`config.mk`:
```
export PLATFORM = sky130hd
export DESIGN_NAME = hyperbus_ctrl
export DESIGN_NICKNAME = d
export VERILOG_FILES = /design/src/rtl/hyperbus_pkg.sv /design/src/rtl/hyperbus_ca_gen.sv /design/src/rtl/hyperbus_ctrl.sv
export SDC_FILE = /design/constraint.sdc
export NUM_CORES = 1
export LEC_CHECK = 0
export CAP_MARGIN = 25
export CORE_MARGIN = 2
export CORE_UTILIZATION = 35
export DETAILED_ROUTE_END_ITERATION = 12
export DONT_BUFFER_PORTS = 1
export PLACE_DENSITY_LB_ADDON = 0.15
export SYNTH_ARGS = -nofsm -noshare
export SYNTH_HDL_FRONTEND = slang
export SYNTH_HIERARCHICAL = 1
export SYNTH_SLANG_ARGS = --single-unit
```
`constraint.sdc`:
```
create_clock -name hbus_clk -period 5.6 [get_ports hbus_clk]
set_input_delay 0.84 -clock hbus_clk [delete_from_list [all_inputs] [get_ports hbus_clk]]
set_output_delay 0.84 -clock hbus_clk [all_outputs]
set_load 0.01 [all_outputs]
```
`src/rtl/hyperbus_pkg.sv`:
```
// Shared definitions for the HyperBus controller.
// Holds the one-hot FSM state encoding, the bit positions of the 48-bit
// command/address (CA) word, the bounds on initial access latency and the
// packed payload captured when a request is accepted.
package hyperbus_pkg;

  // One-hot controller states
  typedef enum logic [4:0] {
    ST_IDLE = 5'b00001,
    ST_CA   = 5'b00010,
    ST_LAT  = 5'b00100,
    ST_XFER = 5'b01000,
    ST_END  = 5'b10000
  } state_e;

  // CA word layout
  localparam int unsigned CA_WIDTH     = 48;
  localparam int unsigned CA_WORDS     = 3;
  localparam int unsigned CA_RW_BIT    = 47;
  localparam int unsigned CA_AS_BIT    = 46;
  localparam int unsigned CA_BURST_BIT = 45;
  localparam int unsigned CA_ROW_HI    = 44;
  localparam int unsigned CA_ROW_LO    = 16;
  localparam int unsigned CA_COL_HI    = 2;

  // Legal initial latency range in clocks
  localparam int unsigned LAT_MIN = 4;
  localparam int unsigned LAT_MAX = 16;

  // Request payload registered at acceptance
  typedef struct packed {
    logic                rd;
    logic [CA_WIDTH-1:0] ca;
    logic [15:0]         dat;
    logic [1:0]          mask;
  } xfer_t;

  // Force a configured latency into the legal range
  function automatic int unsigned lat_clamp(input int unsigned lat);
    if (lat < LAT_MIN) return LAT_MIN;
    if (lat > LAT_MAX) return LAT_MAX;
    return lat;
  endfunction

  // Clocks spent in LAT after the three CA clocks
  function automatic int unsigned lat_wait(input int unsigned lat, input logic dbl);
    return dbl ? (2 * lat - 3) : (lat - 3);
  endfunction

endpackage

```
`src/rtl/hyperbus_ca_gen.sv`:
```
// Builds the 48-bit HyperBus command/address word from a byte address.
// Ports:
//   adr  in  HBUS_ADDR_WIDTH  request byte address
//   rd   in  1                1 = read transaction
//   ca   out 48               CA word (combinational)
module hyperbus_ca_gen
  import hyperbus_pkg::*;
#(
  parameter int unsigned HBUS_ADDR_WIDTH = 32
) (
  input  logic [HBUS_ADDR_WIDTH-1:0] adr,
  input  logic                       rd,
  output logic [CA_WIDTH-1:0]        ca
);

  logic [31:0] wa;

  // Word address split into row/upper-column and lower-column fields
  always_comb begin
    wa                      = 32'(adr >> 1);
    ca                      = '0;
    ca[CA_RW_BIT]           = rd;
    ca[CA_AS_BIT]           = 1'b0;
    ca[CA_BURST_BIT]        = 1'b1;
    ca[CA_ROW_HI:CA_ROW_LO] = wa[31:3];
    ca[CA_COL_HI:0]         = wa[2:0];
  end

endmodule

```
`src/rtl/hyperbus_ctrl.sv`:
```
// HyperBus single-word controller: accepts one read or write request at a
// time, issues the CA phase, waits the initial latency and performs a
// single 16-bit transfer. DDR I/O cells live outside this block; each
// clock here carries one CK worth of data (both edges).
// Optional feature: define HBUS_VARIABLE_LATENCY_EN to let the device
// select doubled latency through RWDS during CA; otherwise latency is
// always doubled.
// Ports:
//   hbus_clk, hbus_rst            clock, synchronous active-high reset
//   hbus_adr_i/dat_i/mask_i       request address, write data, byte mask
//   hbus_rrq, hbus_wrq            read / write request (write wins)
//   hbus_ready                    idle, request may be issued
//   hbus_valid/dat_o/err          read completion pulse, data, timeout flag
//   hbus_cs_n, hbus_ck_en         chip select, PHY clock enable
//   hbus_dq_o/oe, hbus_dq_i       DQ word out/enable, captured DQ word
//   hbus_rwds_o/oe, hbus_rwds_i   RWDS per edge out/enable, captured RWDS
module hyperbus_ctrl
  import hyperbus_pkg::*;
#(
  parameter int unsigned HBUS_ADDR_WIDTH = 32,
  parameter int unsigned HBUS_DATA_WIDTH = 16,
  parameter int unsigned LATENCY         = 6,
  parameter int unsigned READ_TIMEOUT    = 64
) (
  input  logic                       hbus_clk,
  input  logic                       hbus_rst,
  input  logic [HBUS_ADDR_WIDTH-1:0] hbus_adr_i,
  input  logic [HBUS_DATA_WIDTH-1:0] hbus_dat_i,
  input  logic [1:0]                 hbus_mask_i,
  input  logic                       hbus_rrq,
  input  logic                       hbus_wrq,
  output logic                       hbus_ready,
  output logic                       hbus_valid,
  output logic [HBUS_DATA_WIDTH-1:0] hbus_dat_o,
  output logic                       hbus_err,
  output logic                       hbus_cs_n,
  output logic                       hbus_ck_en,
  output logic [HBUS_DATA_WIDTH-1:0] hbus_dq_o,
  output logic                       hbus_dq_oe,
  input  logic [HBUS_DATA_WIDTH-1:0] hbus_dq_i,
  output logic [1:0]                 hbus_rwds_o,
  output logic                       hbus_rwds_oe,
  input  logic [1:0]                 hbus_rwds_i
);

  localparam int unsigned LAT_EFF  = lat_clamp(LATENCY);
  localparam int unsigned WAIT_DBL = lat_wait(LAT_EFF, 1'b1);
  localparam int unsigned WAIT_SGL = lat_wait(LAT_EFF, 1'b0);
  localparam int unsigned TIMEOUT  = (READ_TIMEOUT < 1) ? 1 : READ_TIMEOUT;
  localparam int unsigned CNT_MAX  = (TIMEOUT > 2 * LAT_MAX) ? TIMEOUT : 2 * LAT_MAX;
  localparam int unsigned CNT_W    = $clog2(CNT_MAX + 1);

  state_e                state;
  state_e                state_nxt;
  logic [CNT_W-1:0]      cnt;
  xfer_t                 xfer;
  xfer_t                 xfer_new;
  logic [CA_WIDTH-1:0]   ca_new;
  logic [15:0]           ca_word;
  logic                  req;
  logic                  rwds_any;
  logic                  ca_last;
  logic                  lat_last;
  logic                  rd_timeout;
  logic                  dbl;

  hyperbus_ca_gen #(
    .HBUS_ADDR_WIDTH(HBUS_ADDR_WIDTH)
  ) u_ca_gen (
    .adr(hbus_adr_i),
    .rd (hbus_rrq & ~hbus_wrq),
    .ca (ca_new)
  );

  assign req        = hbus_rrq | hbus_wrq;
  assign rwds_any   = |hbus_rwds_i;
  assign ca_last    = (cnt == CNT_W'(CA_WORDS - 1));
  assign lat_last   = dbl ? (cnt == CNT_W'(WAIT_DBL - 1)) : (cnt == CNT_W'(WAIT_SGL - 1));
  assign rd_timeout = (cnt == CNT_W'(TIMEOUT - 1));

  // Payload snapshot; a simultaneous write request overrides the read
  always_comb begin
    xfer_new      = '0;
    xfer_new.rd   = hbus_rrq & ~hbus_wrq;
    xfer_new.ca   = ca_new;
    xfer_new.dat  = 16'(hbus_dat_i);
    xfer_new.mask = hbus_mask_i;
  end

`ifdef HBUS_VARIABLE_LATENCY_EN
  // Device requests doubled latency by driving RWDS high in any CA clock
  always_ff @(posedge hbus_clk) begin
    if (hbus_rst) begin
      dbl <= 1'b0;
    end else if (state == ST_IDLE) begin
      dbl <= 1'b0;
    end else if (state == ST_CA) begin
      dbl <= dbl | rwds_any;
    end
  end
`else
  assign dbl = 1'b1;
`endif

  // State register
  always_ff @(posedge hbus_clk) begin
    if (hbus_rst) begin
      state <= ST_IDLE;
    end else begin
      state <= state_nxt;
    end
  end

  // Next-state logic
  always_comb begin
    state_nxt = state;
    unique case (state)
      ST_IDLE: if (req) state_nxt = ST_CA;
      ST_CA:   if (ca_last) state_nxt = ST_LAT;
      ST_LAT:  if (lat_last) state_nxt = ST_XFER;
      ST_XFER: if (!xfer.rd || rwds_any || rd_timeout) state_nxt = ST_END;
      ST_END:  state_nxt = ST_IDLE;
      default: state_nxt = ST_IDLE;
    endcase
  end

  // Phase counter, request capture and read completion
  always_ff @(posedge hbus_clk) begin
    if (hbus_rst) begin
      cnt        <= '0;
      xfer       <= '0;
      hbus_valid <= 1'b0;
      hbus_err   <= 1'b0;
      hbus_dat_o <= '0;
    end else begin
      hbus_valid <= 1'b0;
      hbus_err   <= 1'b0;
      unique case (state)
        ST_IDLE: begin
          cnt <= '0;
          if (req) xfer <= xfer_new;
        end
        ST_CA:  cnt <= ca_last ? '0 : cnt + CNT_W'(1);
        ST_LAT: cnt <= lat_last ? '0 : cnt + CNT_W'(1);
        ST_XFER: begin
          cnt <= cnt + CNT_W'(1);
          if (xfer.rd) begin
            if (rwds_any) begin
              hbus_valid <= 1'b1;
              hbus_dat_o <= hbus_dq_i;
            end else if (rd_timeout) begin
              hbus_valid <= 1'b1;
              hbus_err   <= 1'b1;
              hbus_dat_o <= '0;
            end
          end
        end
        default: cnt <= '0;
      endcase
    end
  end

  // CA word for the current CA clock
  always_comb begin
    ca_word = xfer.ca[15:0];
    if (cnt == '0) begin
      ca_word = xfer.ca[47:32];
    end else if (cnt == CNT_W'(1)) begin
      ca_word = xfer.ca[31:16];
    end
  end

  // Bus outputs decoded from the state register
  always_comb begin
    hbus_ready   = 1'b0;
    hbus_cs_n    = 1'b1;
    hbus_ck_en   = 1'b0;
    hbus_dq_o    = '0;
    hbus_dq_oe   = 1'b0;
    hbus_rwds_o  = '0;
    hbus_rwds_oe = 1'b0;
    unique case (state)
      ST_IDLE: hbus_ready = 1'b1;
      ST_CA: begin
        hbus_cs_n  = 1'b0;
        hbus_ck_en = 1'b1;
        hbus_dq_oe = 1'b1;
        hbus_dq_o  = HBUS_DATA_WIDTH'(ca_word);
      end
      ST_LAT: begin
        hbus_cs_n  = 1'b0;
        hbus_ck_en = 1'b1;
      end
      ST_XFER: begin
        hbus_cs_n  = 1'b0;
        hbus_ck_en = 1'b1;
        if (!xfer.rd) begin
          hbus_dq_o    = HBUS_DATA_WIDTH'(xfer.dat);
          hbus_rwds_o  = xfer.mask;
          hbus_dq_oe   = 1'b1;
          hbus_rwds_oe = 1'b1;
        end
      end
      default: ;
    endcase
  end

endmodule

```
==> impl_results.md <==
* Outcome: completed
* Power density cells at about 340 mW/mm^2
* Mean Syn Cell Area at around 8.3 um^2
* Final period util at 0.5958
* Post-placement cell count at ~660
* Crit path DAT at approximately 2.5 ns
* Area grow syn2layout at 2.328%
* Register Area at approximately 0.0019 mm^2
* Minimum clock period at 3.336 ns
* Antenna diode count at 0
* Post-Synthesis Cell Area at approximately 0.0046 mm^2
* Fin cells at between 600 and 700
* DR WL/cell at ~16 um
* RSZ-0062 raised after global routing: no
* Hold Vio Cnt, Final at 0
* Fmax at approximately 0.3 GHz
* CTS sink count at 97
* Delay-heaviest family, CP: simple AND/OR/NAND/NOR gates
* CP Cell Sequence: nor3_2 > nand3b_1 > nor2_2 > a32o_1
* Residual DRC at 0
* CP Launch Type: flop
* Slew HR at 0.3547
* Post-CTS Setup Repair Bufs at 0
* Vias per cell at slightly below 5
* Min-Delay Path Class: flop to flop
* Fin Clk Skew at between 0.006 and 0.007 ns
* Layout cells sized above 1 at 0.1215
* Logic pwr share at 0.120
* Slowest CP cell: nor2_2
* Final GP Congestion at about 0.82
* # nets final at about 570
* Main synth FF type: dfxtp_1
* Internal power at around 1200 uW
* Yosys warning total at 6
* Vias in the first global route at 3,220
* CP startpoint: state[2]$_SDFFE_PP0P_
* Root Driver: clkbuf_16
* Sequential area share after synthesis at 0.4251
* GRT Overall Usage at 0.1572
* CP max stage delay at roughly 0.8 ns
* Crit Path Class: flop to primary output
* Worst skew pair latency at 0.35 ns
* Initial Utilization at 0.3605
* CTS tree: built
* Max Cap Violations at 0
* Die height at roughly 120 um
* Gr ovfl total at 0
* CTS resizes at 0
* Antenna violations before repair at 0
* Chip Width at ~120 um
* Syn Inst Count at 550
* I/O pins at 113
* Worst VDD drop at between 100 and 150 uV
* DR vias at 3,340
* Max clock buf depth at 2
* Largest net degree at the start of global routing at around 80
* Seq pwr share at 0.484
* FP Rows at 41
* H-tree depth at 3
* Multi-input gate area at between 0.002 and 0.0025 mm^2
* P_sw at approximately 430 uW
* Final ANT Viol Nets at 0
* R2r startpoint: cnt[3]$_SDFF_PP0_
* Leakage at 0.001703 uW
* Post-DP Area at roughly 0.0043 mm^2
* Final hold slack at 0.4526 ns
* IO buf count at 0
* Post-CTS Hold Buffers at 0
* Met2 usage at 0.2330
* Switching share of total power at 0.2675
* First-pass GRT wire length at around 17,000 um
* Worst path required time at approximately 4.8 ns
* Hold path start: xfer[27]$_SDFFE_PP0P_
* Final setup fails at 0
* Worst Tran Pin Value at between 0.9 and 1 ns
* Clk network pwr share at 0.396
* Worst Path Buf+Inv at 0
* Clock-pin slew on the worst setup and hold paths at around 0.060 ns
* Crit. End Element: primary output
* Fillcell total at 1,337
* Core ar. at roughly 0.013 mm^2
* GRT met1 Usage at 0.2157
* Number of flops mapped to enable cells by yosys at 0
* Netlist cell types at 42
* First drt pass iteration count at 4
* Gr busiest metal: met2
* GR met3 Demand/Resource at 0.03764
* Fin. max-slew vios at 0
* Hpwl dp at 7158 um
* Initial DRC Count at 176
* #FFs+latches synth at 97
* Synth async-reset ratio at 0
* Die area at 0.01398 mm^2
* CTS buffer count at 9
* Final instance area at 0.004674 mm^2
* Fin Setup TNS at 0 ns
* WL final at around 11,000 um
* Crit path max fanout at 19
tightest hold or removal path: cells and delay by family, from the launching register on:
family,cells,cell delay [ns]
compound gates,1,0.05
simple gates,1,0.05
flops,1,0.31
power groups by stage:
stage / Combinational (uW) / Clock, uW / Sequential, uW
2_1_floorplan: 185 / 0 / 776
3_3_place_gp: 187 / 0 / 784
3_5_place_dp: 191 / 0 / 785
4_1_cts: 192 / 652 / 769
5_1_grt: 219 / 680 / 776
6_report: 191 / 631 / 770
registers in the layout (all words and copies together) (netlist names):
| register | count |
|---|---|
| cnt | 7 |
| state | 5 |
| hbus_valid | 1 |
| hbus_err | 1 |
| xfer | 67 |
| hbus_dat_o | 16 |
synthesized netlist by cell type, types with 5 or more instances:
cell      number  area (um^2)
a21oi_1       70        350.3
a22o_1        16        140.1
a32o_1         7        70.07
a32o_2         9        101.4
buf_2          7        35.03
buf_4         51        382.9
clkbuf_1      22        82.58
dfxtp_1       97         1942
nand2_1      137        514.2
nand3_1        6        30.03
nor2_1         5        18.77
nor2b_1       19        118.9
nor3_1         6        30.03
nor3b_1       17        127.6
o21ai_0       20        100.1
or2_2         17        106.4
cells in the final DEF (no fill, tap or decap), types with 2 or more instances in the layout:
master,n
nor3_2,2
inv_1,4
xor2_1,2
nor3b_1,17
xnor2_1,2
nor3_1,6
clkinv_2,2
ha_1,4
buf_4,3
nor2_1,5
nand2_1,137
or3_1,2
nor3_4,2
or2_2,17
and2_1,3
nand3b_1,2
conb_1,16
clkinv_4,2
a32o_2,9
nand3_1,5
o21ai_0,20
dfxtp_1,97
a21oi_1,70
a22o_1,16
a32o_1,7
a211oi_1,2
clkbuf_16,9
nor2b_1,19
cells by family (layout without fill, tap and decap cells):
group                    count (synthesis)  in the layout  synth area share
buffers and inverters                   87             25            0.1202
adder cells (fa/ha/maj)                  4              4           0.01096
AO/OA/AOI/OAI                          130            130            0.1871
flip-flops                              97             97            0.4251
other                                    2             16          0.001644
XOR/XNOR                                 4              4          0.007671
AND/OR/NAND/NOR                        226            226            0.2473
area by class of cell:
class,count,share of cell area
Tap cell,172,0.04604
Clock buffer,10,0.05112
Multi-Input combinational cell,380,0.4569
Clock inverter,6,0.01419
Timing Repair Buffer,5,0.01312
Inverter,4,0.003212
Sequential cell,97,0.4154
final timing paths:
| path | to | depth (start not counted) | slack (ns) |
|---|---|---|---|
| worst max-delay path | hbus_dq_o[0] | 4 | 2.26 |
| worst min-delay path | xfer[27]$_SDFFE_PP0P_ | 2 | 0.45 |
| worst max register to register | hbus_dat_o[9]$_SDFFE_PP0P_ | 5 | 3.65 |
| worst min register to register | xfer[27]$_SDFFE_PP0P_ | 2 | 0.45 |
per-layer routing:
metal  share of wire  vias up
li1                -     1691
met1            0.48     1567
met2            0.45       65
met3           0.043       17
met4           0.024        0
met5               0        -
per-stage QoR:
stage            util  total power, uW  setup slack [ns]
6_report       0.3689             1591             2.264
3_5_place_dp   0.3421            976.0             2.226
2_1_floorplan       -            961.1             3.098
3_3_place_gp   0.3412            970.6             2.279
4_1_cts        0.3662             1613             1.851
5_1_grt        0.3689             1675             2.072
Note: power is estimated with default switching activity, not from simulation.
